<file path="config.mk">
export PLATFORM = sky130hd
export DESIGN_NAME = alu_issue_stage
export DESIGN_NICKNAME = d
export VERILOG_FILES = /design/src/rtl/alu_pkg.sv /design/src/rtl/alu_regfile.sv /design/src/rtl/alu_issue_stage.sv
export SDC_FILE = /design/constraint.sdc
export NUM_CORES = 1
export LEC_CHECK = 0
export ABC_CLOCK_PERIOD_IN_PS = 2250
export BUFFER_PORTS_ARGS = -buffer_cell sky130_fd_sc_hd__buf_2
export CAP_MARGIN = 20
export CORE_MARGIN = 2
export CORE_UTILIZATION = 55
export DETAILED_ROUTE_END_ITERATION = 10
export PLACE_DENSITY = 0.8
export RECOVER_POWER = 50
export SLEW_MARGIN = 0
export SYNTH_ARGS = -nofsm -noshare
export SYNTH_HDL_FRONTEND = slang
export SYNTH_SLANG_ARGS = --single-unit
</file>
<file path="constraint.sdc">
create_clock -name clk -period 2.25 [get_ports clk]
set_clock_uncertainty 0.1 [all_clocks]
set_input_delay 0.45 -clock clk [delete_from_list [all_inputs] [get_ports clk]]
set_output_delay 0.45 -clock clk [all_outputs]
set_load 0.02 [all_outputs]
</file>
<file path="src/rtl/alu_pkg.sv">
// alu_pkg: shared widths, ALU select codes and the
// ISSUE->EX bundle for the ALU issue/writeback slice.
package alu_pkg;

    localparam int DATA_W = 16;
    localparam int NREGS  = 8;
    localparam int REG_AW = 3;
    localparam int OP_W   = 3;

    // Codes 3'b110 and 3'b111 both pass operand A through.
    typedef enum logic [OP_W-1:0] {
        ADD  = 3'b000,
        SUB  = 3'b001,
        AND  = 3'b010,
        OR   = 3'b011,
        NOT  = 3'b100,
        CLR  = 3'b101,
        PASS = 3'b110
    } alu_op_e;

    // Control half of the EX register; operands live on alu_a/alu_b.
    typedef struct packed {
        logic              valid;
        logic [REG_AW-1:0] rd;
    } id_ex_t;

endpackage

</file>
<file path="src/rtl/alu_regfile.sv">
// alu_regfile: NREGS x DATA_W register file, r0 reads as zero.
// Ports: 2 async read ports (a/b), EX write port, external write
// port; EX wins when both write the same register in one edge.
module alu_regfile
    import alu_pkg::*;
(
    input  logic              clk,
    input  logic              rst_n,
    input  logic [REG_AW-1:0] raddr_a,
    output logic [DATA_W-1:0] rdata_a,
    input  logic [REG_AW-1:0] raddr_b,
    output logic [DATA_W-1:0] rdata_b,
    input  logic              we_ex,
    input  logic [REG_AW-1:0] waddr_ex,
    input  logic [DATA_W-1:0] wdata_ex,
    input  logic              we_ext,
    input  logic [REG_AW-1:0] waddr_ext,
    input  logic [DATA_W-1:0] wdata_ext
);

    logic [DATA_W-1:0] regs [NREGS];

    always_ff @(posedge clk or negedge rst_n) begin
        if (!rst_n) begin
            for (int i = 0; i < NREGS; i++) begin
                regs[i] <= '0;
            end
        end else begin
            // r0 is never written, so it stays at its reset zero.
            for (int i = 1; i < NREGS; i++) begin
                if (we_ex && waddr_ex == REG_AW'(i)) begin
                    regs[i] <= wdata_ex;
                end else if (we_ext && waddr_ext == REG_AW'(i)) begin
                    regs[i] <= wdata_ext;
                end
            end
        end
    end

    assign rdata_a = (raddr_a == '0) ? '0 : regs[raddr_a];
    assign rdata_b = (raddr_b == '0) ? '0 : regs[raddr_b];

endmodule

</file>
<file path="src/rtl/alu_issue_stage.sv">
// alu_issue_stage: operand issue + writeback around an external ALU.
// Ports: in_* valid/ready instruction, stall, ext_* regfile load,
// alu_a/alu_b/alu_sel to ALU, alu_result back, wb_* and retire_count.
module alu_issue_stage
    import alu_pkg::*;
(
    input  logic              clk,
    input  logic              rst_n,
    input  logic              in_valid,
    output logic              in_ready,
    input  logic [OP_W-1:0]   in_op,
    input  logic [REG_AW-1:0] in_rd,
    input  logic [REG_AW-1:0] in_rs1,
    input  logic [REG_AW-1:0] in_rs2,
    input  logic              in_imm_en,
    input  logic [DATA_W-1:0] in_imm,
    input  logic              stall,
    input  logic              ext_we,
    input  logic [REG_AW-1:0] ext_waddr,
    input  logic [DATA_W-1:0] ext_wdata,
    output logic [DATA_W-1:0] alu_a,
    output logic [DATA_W-1:0] alu_b,
    output logic [OP_W-1:0]   alu_sel,
    input  logic [DATA_W-1:0] alu_result,
    output logic              wb_valid,
    output logic [REG_AW-1:0] wb_rd,
    output logic [DATA_W-1:0] wb_data,
    output logic [15:0]       retire_count
);

    id_ex_t            ex_q;
    logic              accept;
    logic              wb_fire;
    logic [DATA_W-1:0] rf_a;
    logic [DATA_W-1:0] rf_b;
    logic [DATA_W-1:0] op_a;
    logic [DATA_W-1:0] op_b;
    logic [DATA_W-1:0] src_b;

    // An ext write owns the cycle; the issue slot is refused.
    assign in_ready = ~stall & ~ext_we;
    assign accept   = in_valid & in_ready;
    assign wb_fire  = ex_q.valid & ~stall;

    alu_regfile u_rf (
        .clk       (clk),
        .rst_n     (rst_n),
        .raddr_a   (in_rs1),
        .rdata_a   (rf_a),
        .raddr_b   (in_rs2),
        .rdata_b   (rf_b),
        .we_ex     (wb_fire),
        .waddr_ex  (ex_q.rd),
        .wdata_ex  (alu_result),
        .we_ext    (ext_we),
        .waddr_ext (ext_waddr),
        .wdata_ext (ext_wdata)
    );

    // Bypass only from a result that retires this edge; a nonzero
    // source that matches implies ex_rd is nonzero as well.
    always_comb begin
        op_a = rf_a;
        unique case (1'b1)
            (in_rs1 == '0): op_a = '0;
            (in_rs1 != '0 && wb_fire && ex_q.rd == in_rs1):
                op_a = alu_result;
            default: op_a = rf_a;
        endcase
    end

    always_comb begin
        src_b = rf_b;
        unique case (1'b1)
            (in_rs2 == '0): src_b = '0;
            (in_rs2 != '0 && wb_fire && ex_q.rd == in_rs2):
                src_b = alu_result;
            default: src_b = rf_b;
        endcase
    end

    assign op_b = in_imm_en ? in_imm : src_b;

    always_ff @(posedge clk or negedge rst_n) begin
        if (!rst_n) begin
            ex_q    <= '0;
            alu_a   <= '0;
            alu_b   <= '0;
            alu_sel <= CLR;
        end else if (accept) begin
            ex_q.valid <= 1'b1;
            ex_q.rd    <= in_rd;
            alu_a      <= op_a;
            alu_b      <= op_b;
            alu_sel    <= in_op;
        end else if (!stall) begin
            ex_q.valid <= 1'b0;
        end
    end

    always_ff @(posedge clk or negedge rst_n) begin
        if (!rst_n) begin
            wb_valid     <= 1'b0;
            wb_rd        <= '0;
            wb_data      <= '0;
            retire_count <= '0;
        end else if (wb_fire) begin
            wb_valid     <= 1'b1;
            wb_rd        <= ex_q.rd;
            wb_data      <= alu_result;
            retire_count <= retire_count + 16'd1;
        end else begin
            wb_valid <= 1'b0;
        end
    end

endmodule

</file>
# Word level (Yosys, flattened, before mapping)
# Cells that the tools add are included.
[classes] addsub=1 n_lt_le_gt_ge=2 eq_ne=17 mux=26 n_bitwise=7 n_reduce_logical=29
[op_table] op="$mux W16" n=19
[op_table] op="$bmux W16 S3" n=2
[op_table] op="$pmux W16 S2" n=2
[op_table] op="$eq A3 B3 Y1 const B" n=8
[op_table] op="$logic_and A1 B1 Y1" n=18
[op_table] op="$add A16 B1 Y16 const B" n=1
[op_table] op="$reduce_bool A2 Y1" n=7
[op_table] op="$eq A3 B2 Y1 const B" n=4
[op_table] op="$ge A4 B4 Y1 const B" n=2
[op_table] op="$not A3 Y4" n=2
[op_table] op="$eq A3 B1 Y1 const B" n=2
[op_table] op="$eq A3 B3 Y1" n=2
[op_table] op="$logic_not A3 Y1" n=2
[op_table] op="$reduce_bool A3 Y1" n=2
[op_table] op="$and A1 B1 Y1" n=3
[op_table] op="$mux W1" n=3
[op_table] op="$ne A2 B1 Y1 const B" n=1
[op_table] op="$not A1 Y1" n=2
[word_totals] reg_bits=187 in_bits=69 out_inout_bits=72 wordCells=98

# Depth between registers and ports, before layout
# Gate-level depths: netlist of run 1.
[depth] ltp_word=6 ltp_mapped=9

# Hierarchy
# From an unflattened synthesis of run 1, not the netlist that was laid out.
[hier_totals] hier_cells=1009 hier_area_um2=10641.5
[modules_own_cells] module="alu_regfile" instances=1 cells_each=683 area_each_um2=7121.8 seq_area_each_um2=2802.7
[modules_own_cells] module="alu_issue_stage" instances=1 cells_each=326 area_each_um2=3519.6 seq_area_each_um2=1879.3

# Worst setup path after synthesis of run 1
# No wires, ideal clock.
[synth_path] path_type="in2reg" start="input port ext_we" end="register alu_b[10]" setup_ps=141 arrival_time_ps=1881 t_required_ps=2009 setup_slack_ps=128 stages=8 n_path_buf=3 path_cell_list="buf_2 nor2_1 and2_1 clkbuf_1 clkbuf_1 nand3b_1 o21ai_0 a31oi_1"
[synth_via] elab_chain_len=3
[synth_rtl] item="start, declared" line_no="alu_issue_stage.sv:18" rtl="input logic ext_we,"
[synth_rtl] item="$not A1 Y1" line_no="alu_issue_stage.sv:41" rtl="assign in_ready = ~stall & ~ext_we;"
[synth_rtl] item="$and A1 B1 Y1" line_no="alu_issue_stage.sv:41"
[synth_rtl] item="net in_ready" line_no="alu_issue_stage.sv:10" rtl="output logic in_ready,"
[synth_rtl] item="$and A1 B1 Y1" line_no="alu_issue_stage.sv:42" rtl="assign accept = in_valid & in_ready;"
[synth_rtl] item="end signal, assigned" line_no="alu_issue_stage.sv:94" rtl="alu_b <= op_b;"
[synth_rtl] item="end, declared" line_no="alu_issue_stage.sv:22" rtl="output logic [DATA_W-1:0] alu_b,"
# The timed path passes the listed nets, and every way through them passes these cells.
# A chain may end at the register's enable or synchronous reset.

# Worst setup path in the final report of run 1
[layout_path] start="input port ext_we" end="register alu_b[15]"
[layout_via] elab_chain_len=3
[layout_rtl] item="$not A1 Y1" line_no="alu_issue_stage.sv:41"
[layout_rtl] item="$and A1 B1 Y1" line_no="alu_issue_stage.sv:41"
[layout_rtl] item="$and A1 B1 Y1" line_no="alu_issue_stage.sv:42"
# No other way between the ends.

==> results of run 1 <==
-- stage by stage --
stage	power (uW)	setup WS [ps]	instance area (um^2)	hold slack, ps	std cells
2_1_floorplan	7000	128	10300	54.4	1062
3_3_place_gp	8010	167	11500	344	1395
3_5_place_dp	8170	126	11500	353	1395
4_1_cts	11300	394	12100	94.0	1427
5_1_grt	11800	189	12100	93.8	1428
6_report	11300	309	12100	92.2	1428
-- state kept, by name, summed over array words and instances, names as in the netlist --
name / cells
ex_q: 4
wb_valid: 1
alu_a: 16
wb_data: 16
wb_rd: 3
u_rf.regs: 112
alu_sel: 3
alu_b: 16
retire_count: 16
-- where the power goes --
group / leakage, uW / internal (uW) / switching (uW)
Clock: 0.000282 / 1730 / 1350
Combinational: 0.00307 / 1440 / 1710
Sequential: 0.00226 / 4290 / 796
-- cells in the mapped netlist, drive strengths merged (3+ instances only) --
cell type	n
inv	3
xnor2	17
dfrtp	185
buf	49
nand3	4
mux4	17
nor3	6
nor2	72
mux2	32
mux2i	142
nand4	5
a21oi	64
a221oi	30
nand3b	18
a31oi	17
nand2	188
o21ai	96
and4	3
nor2b	4
nand4b	3
xor2	4
clkbuf	53
a22oi	32
-- layout make-up --
class	instances	share of cell area, %
multi-input cells	770	43.3
flip-flops and latches	187	38.7
repair buffers	202	10.5
clock buffers	20	3.86
well taps	234	2.42
clock inverters	11	1.11
inverters	3	0.0931
diodes	1	0.0207
-- worst register-to-register path, stage by stage (launching register included) --
cell,delay (ps)
dfrtp_1,350
nand2b_1,110
inv_1,170
nand2_1,170
or3_1,350
buf_4,240
nor2_1,180
a21oi_1,80
-- kinds of logic (layout without fill, tap and decap cells) --
kind of cell	Yosys count	count (layout)	synth area share (%)
muxes	191	191	21.0
adders and majority gates	1	1	0.121
xor gates and xnor gates	21	21	1.78
and+or+nand+nor	315	315	13.2
AOI/OAI and AO/OA	242	242	14.0
buffers and inverters	105	236	4.55
other	0	1	0
DFF	187	187	45.3
-- layer usage --
layer	up-vias	wire length, um	part of all wire [%]
li1	4029	-	-
met1	4443	12700	40
met2	614	14500	46
met3	106	3400	11
met4	2	997	3.2
met5	-	16	0.051
-- layout by cell type (no fill, tap or decap), drive strengths merged, types with 2 or more instances in the layout --
cell      count
clkbuf       30
mux2         32
a22oi        32
nor2         72
nand4b        3
nor3          6
bufinv        2
nor3b         2
o21ai        96
dfrtp       185
inv           6
mux2i       142
clkinv        2
dfstp         2
nand2       188
xnor2        17
mux4         17
a221oi       30
nor2b         4
and2          2
nand3b       18
nor4bb        2
nand2b        2
nand3         4
clkinvlp      4
xor2          4
nand4         5
buf         191
and4          3
a21oi        64
a31oi        17
-- worst min-delay path by stage --
stage                                  end                   start  slack (ps)  cells after the start
detailed placement  alu_sel[0]$_DFFE_PN1P_  alu_sel[0]$_DFFE_PN1P_         350                      2
global route        alu_sel[0]$_DFFE_PN1P_                in_op[0]          90                      3
finish              alu_sel[2]$_DFFE_PN1P_                in_op[2]          90                      3
global placement    alu_sel[2]$_DFFE_PN1P_  alu_sel[2]$_DFFE_PN1P_         340                      2
CTS                 alu_sel[0]$_DFFE_PN1P_                in_op[0]          90                      3
floorplan             alu_a[0]$_DFFE_PN0P_                   rst_n          50                      0
==> results.ini, run 1 <==
[worst_setup_path]
worst_setup_path_endpoint = alu_b[15]$_DFFE_PN0P_
timing.rr.start = ex_q[3]$_DFFE_PN0P_
required_ps = 2500
r2r-end = u_rf.regs[107]$_DFFE_PN0P_
worst_setup_path_end_kind = register
arrival_ps = 2200
path_buf_inv = 3
crit_chain = clkbuf_1 -> nor2_1 -> nand2_1 -> clkbuf_1 -> nor2_1 -> buf_4 -> a31oi_1
crit_fanout = 16
cp_top_family = buffers and inverters
r2r_setup_slack_ps = 360
worstSetupPathType = in2reg
cpPeakStageDelay_ps = 580
worst_path_max_delay_cell = clkbuf_1
r2r.worst_path.cells = 7
path_depth = 7
critPathLaunchType = input port
setup.worst_path.start = ext_we

[cells_and_area]
final_core_util_pct = 65.1
nFillCells = 1413
nets = 1251
syn_to_final_growth_pct = 17.1
drive_above_1_share_pct = 23.8
multi_input_area_um2 = 5230
seq_area_um2 = 4680

[placed_design]
dp_hpwl_mm = 20.8
place_congestion = 0.928
place.port_buffers = 140

[global_route]
grt_pass1_wl_mm = 49.3
grtUsageTotal_pct = 32.1
met2_usage_pct = 49.9
grt_use_met3_pct = 8.25
grt_max_degree = 115
grt_pass1_vias = 8893
gr-max-usage-layer = met2
met1_usage_pct = 43.0
grt.overflow.total = 0
antenna_found_initial = 2

[floorplanning]
rows = 50
coreArea_um2 = 18600
start_util_pct = 55.6
die_h_um = 141
ios = 141
die_x_um = 141
die-area_um2 = 19900

[clock_tree]
clk_pin_slew_ps = 70
h-tree-depth = 4
cts-buffers-inserted = 17
insertion_delay_ps = 440
root_buffer = clkbuf_16
cts_tree = built
ctsHoldBuffers = 1
cts_resized = 0
clockBufferDepth = 2
cts_setup_buffers = 0
clock_sinks = 187

[timing]
slew_viol_final = 0
maxSlewHeadroom_pct = 26.0
timing.fmax_ghz = 0.515
final_hold_viol_count = 0
post-route-period-util_pct = 86.3
finalSetupViolations = 0
period_minus_slack_ps = 1940
tightest_slew_ps = 1110
tns_ps = 0
rsz0062_at_grt = false

[route]
routed_via_density = 6.44
first_pass_iters = 5
wl_mm = 31.6
first_iter_violations = 959
ant_nets = 0
drc = 0
vias = 9194
wl_per_cell_um = 22.1

[yosys]
synth.avg_cell_area_um2 = 9.73
seq_area_frac_synth_pct = 45.3
ys_seq_elements = 187
synth_area_leader_cell = dfrtp_1
synth_fp_nets = 1132
async_flop_share_pct = 100
yosysWarnings = 16
synth_ff_type = dfrtp_1
synthCells = 1062
ys_types = 42
netlist_top_cells_area = dfrtp_1 (45%), mux2i_1 (14%), nand2_1 (6.8%)
synth_edf_count = 0
syn_area_um2 = 10300
synth_top_area_share_pct = 44.8

[run]
max-cap-violations = 0

[pwr]
p_leak_uw = 0.00562
vdd.ir_drop.worst_mv = 0.534
p_per_area_nw_per_um2 = 936

[worst_hold_path]
min_path_type = in2reg

[run_status]
outcome = finished clean

No activity file was read; power rests on OpenSTA's default activity.
==> inputs of run 2 (changes only) <==
Settings changed: ABC_AREA set to 1, CELL_PAD_IN_SITES_DETAIL_PLACEMENT set to 1, CELL_PAD_IN_SITES_GLOBAL_PLACEMENT set to 2, CORE_ASPECT_RATIO set to 0.7, CORE_UTILIZATION 55 to 33, PLACE_DENSITY 0.8 to 0.83.
==> run 2 against run 1 <==
- the run now ends with DRC left
- sequential cell count unchanged
- die area up 74%
- design area up 6.7%
- combinational power up 13%
- critical path type unchanged
- largest cell class unchanged
- largest power group unchanged
==> results.ini, run 2 <==
[placed_design]
pre_cts_ws_ps = 182  ; +55.4 ps
place.port_buffers = 140  ; unchanged
place_congestion = 0.837  ; -9.8%
place_inst = 2046  ; +47%
dp_hpwl_mm = 32.4  ; +56%

[worst_setup_path]
crit_fanout = 25  ; +9
path_depth = 6  ; -1
cpPeakStageDelay_ps = 560  ; -20 ps
worst_setup_path_end_kind = register
worst_path_max_delay_cell = inv_1
arrival_ps = 2150  ; -50 ps
path_buf_inv = 3  ; unchanged
r2r.worst_path.cells = 8  ; +1
cp_top_family = buffers and inverters
crit_chain = buf_2 -> nor2_1 -> nand2_2 -> inv_1 -> clkbuf_1 -> o21ai_0
required_ps = 2460  ; -40 ps
worstSetupPathType = in2reg
critPathLaunchType = input port

[global_route]
grt_max_degree = 84  ; -27%
grt_pass1_wl_mm = 69.5  ; +41%
antenna_found_initial = 0  ; -2
grt.overflow.total = 0  ; unchanged
grtUsageTotal_pct = 26.6  ; -5.5 points
grt_pass1_vias = 10911  ; +23%

[cells_and_area]
antenna_cells = 0  ; -1
nets = 1709  ; +37%
drive_above_1_share_pct = 15.6  ; -8.2 points
final_cell_mix = nand2_1 (434), nand3_1 (247), dfrtp_1 (185)
syn_to_final_growth_pct = 18.0
final_core_util_pct = 39.7  ; -25 points
regMostFlops = u_rf.regs
layout.cells.non_filler = 2077  ; +45%
final_common_cell = nand2_1
largest_register_ffs = 112  ; unchanged

[timing]
timing.fmax_ghz = 0.517  ; +0.34%
slew_viol_final = 0  ; unchanged
final_hold_viol_count = 0  ; unchanged
tns_ps = 0  ; unchanged
tightest_slew_ps = 1040  ; -69.3 ps
finalSetupViolations = 0  ; unchanged
period_minus_slack_ps = 1930  ; -6.55 ps
rsz0062_at_grt = false
maxSlewHeadroom_pct = 30.6  ; +4.6 points
post-route-period-util_pct = 86.0  ; -0.29 points
worst_slack_ps = 316  ; +6.54 ps

[clock_tree]
cts_resized = 0  ; unchanged
cts_tree = built
clk_pin_slew_ps = 70  ; about the same
root_buffer = clkbuf_16
h-tree-depth = 4  ; unchanged
cts-buffers-inserted = 17  ; unchanged
clockBufferDepth = 2  ; unchanged
clock_sinks = 187  ; unchanged
insertion_delay_ps = 460  ; +20 ps

[floorplanning]
coreArea_um2 = 32500  ; +75%
die-area_um2 = 34600  ; +74%
die_h_um = 156  ; +11%
ios = 141  ; unchanged
rows = 55  ; +10%
start_util_pct = 33.6  ; -22 points
die_x_um = 222  ; +57%

[yosys]
synthTopCellsByCount = nand2_1 (434), nand3_1 (246), dfrtp_1 (185), inv_1 (139), nor2_1 (135)
synth_top_area_share_pct = 42.4  ; -2.5 points
netlist_top_cells_area = dfrtp_1 (42%), nand2_1 (15%), nand3_1 (11%)
synth_fp_nets = 1578  ; +39%
syn_area_um2 = 10900  ; +5.8%
synth_area_leader_cell = dfrtp_1
seq_area_frac_synth_pct = 42.8  ; -2.5 points
synth_edf_count = 0  ; unchanged
ys_types = 32  ; -24%
yosysWarnings = 16  ; unchanged
ys_seq_elements = 187  ; unchanged
yosysMostFrequentCell = nand2_1
async_flop_share_pct = 100  ; unchanged
synth.avg_cell_area_um2 = 7.25  ; -25%
synth_ff_type = dfrtp_1
synthCells = 1508  ; +42%

[route]
vias = 11385  ; +24%
routed_via_density = 5.48  ; -15%
wl_per_cell_um = 21.9  ; -1.2%
wl_mm = 45.4  ; +44%
first_pass_iters = 8  ; +3
first_iter_violations = 1079  ; +13%
drc = 18  ; +18
ant_nets = 0  ; unchanged

[pwr]
p_leak_uw = 0.00642  ; +14%
design_power_total_uw = 11400  ; +0.63%
p_per_area_nw_per_um2 = 883  ; -5.7%
vdd.ir_drop.worst_mv = 0.465  ; -13%

[run_status]
violations = DRC
outcome = finished with violations

[run]
max-cap-violations = 0  ; unchanged

[worst_hold_path]
min_path_type = in2reg
holdPathStages = 3  ; unchanged

[run 2: changes by cell type in the layout (fill, tap and decap cells not counted), sizes merged, moves of 41 or more]
cell	delta
a21oi	-41
nor2	+71
mux2i	-142
inv	+144
nand3	+245
o221ai	+96
nand2	+252
[run 2: final timing paths]
kind	start	endpoint	slack, ps
setup reg to reg	ex_q[1]$_DFFE_PN0P_	alu_a[2]$_DFFE_PN0P_	370
max in group asynchronous	rst_n	u_rf.regs[59]$_DFFE_PN0P_	440
min in group asynchronous	rst_n	alu_b[0]$_DFFE_PN0P_	310
setup / recovery	ext_we	ex_q[0]$_DFFE_PN0P_	320
hold / removal	in_op[2]	alu_sel[2]$_DFFE_PN1P_	90
hold reg to reg	alu_sel[2]$_DFFE_PN1P_	alu_sel[2]$_DFFE_PN1P_	370
[run 2: cell families after synthesis]
logic type | after synthesis | synth area share [%]
AND/OR/NAND/NOR | 841 | 32.7
buffers and inverters | 260 | 9.80
AO/OA/AOI/OAI | 206 | 13.5
flip-flops | 187 | 42.8
XOR/XNOR | 13 | 1.04
adder cells (fa/ha/maj) | 1 | 0.114
[run 2: worst min-delay path, delay by kind of cell]
kind / cells / cell delay [ps]
buffers and inverters: 1 / 100
AND/OR/NAND/NOR: 2 / 100
[run 2: layer usage]
layer	vias up	GRT usage, %	share of wire [%]
li1	5262	-	-
met5	-	0	0
met4	0	5.18	1.0
met3	38	6.12	9.1
met1	5615	42.9	52
met2	470	35.1	38
[run 2: timing repair]
action | 4_1_cts | 5_1_grt
buffers inserted | 0 | 0
hold buffers | 1 | 0
endpoints found under the hold margin | 16 | 0
[run 2: power breakdown]
group / switching [uW] / internal [uW] / leakage (uW)
clock: 1390 / 1800 / 0.000285
combinational: 2370 / 1180 / 0.00385
sequential: 440 / 4210 / 0.00229
total: 4200 / 7190 / 0.00642
[run 2: cell type report]
cell class              count  area [um^2]
well taps                 427          534
repair buffers            207         1310
multi-input cells        1061         5170
clock buffers              24          472
inverters                 165          619
clock inverters             6          113
fillers                  4092        19600
flip-flops and latches    187         4680
[run 2: metrics by stage]
step	instance area, um^2	hold WS (ps)
final	12900	90.0
after global routing	12900	99.2
after floorplan	10900	54.4
after global placement	12300	233
after detailed placement	12300	233
after CTS	12900	77.7
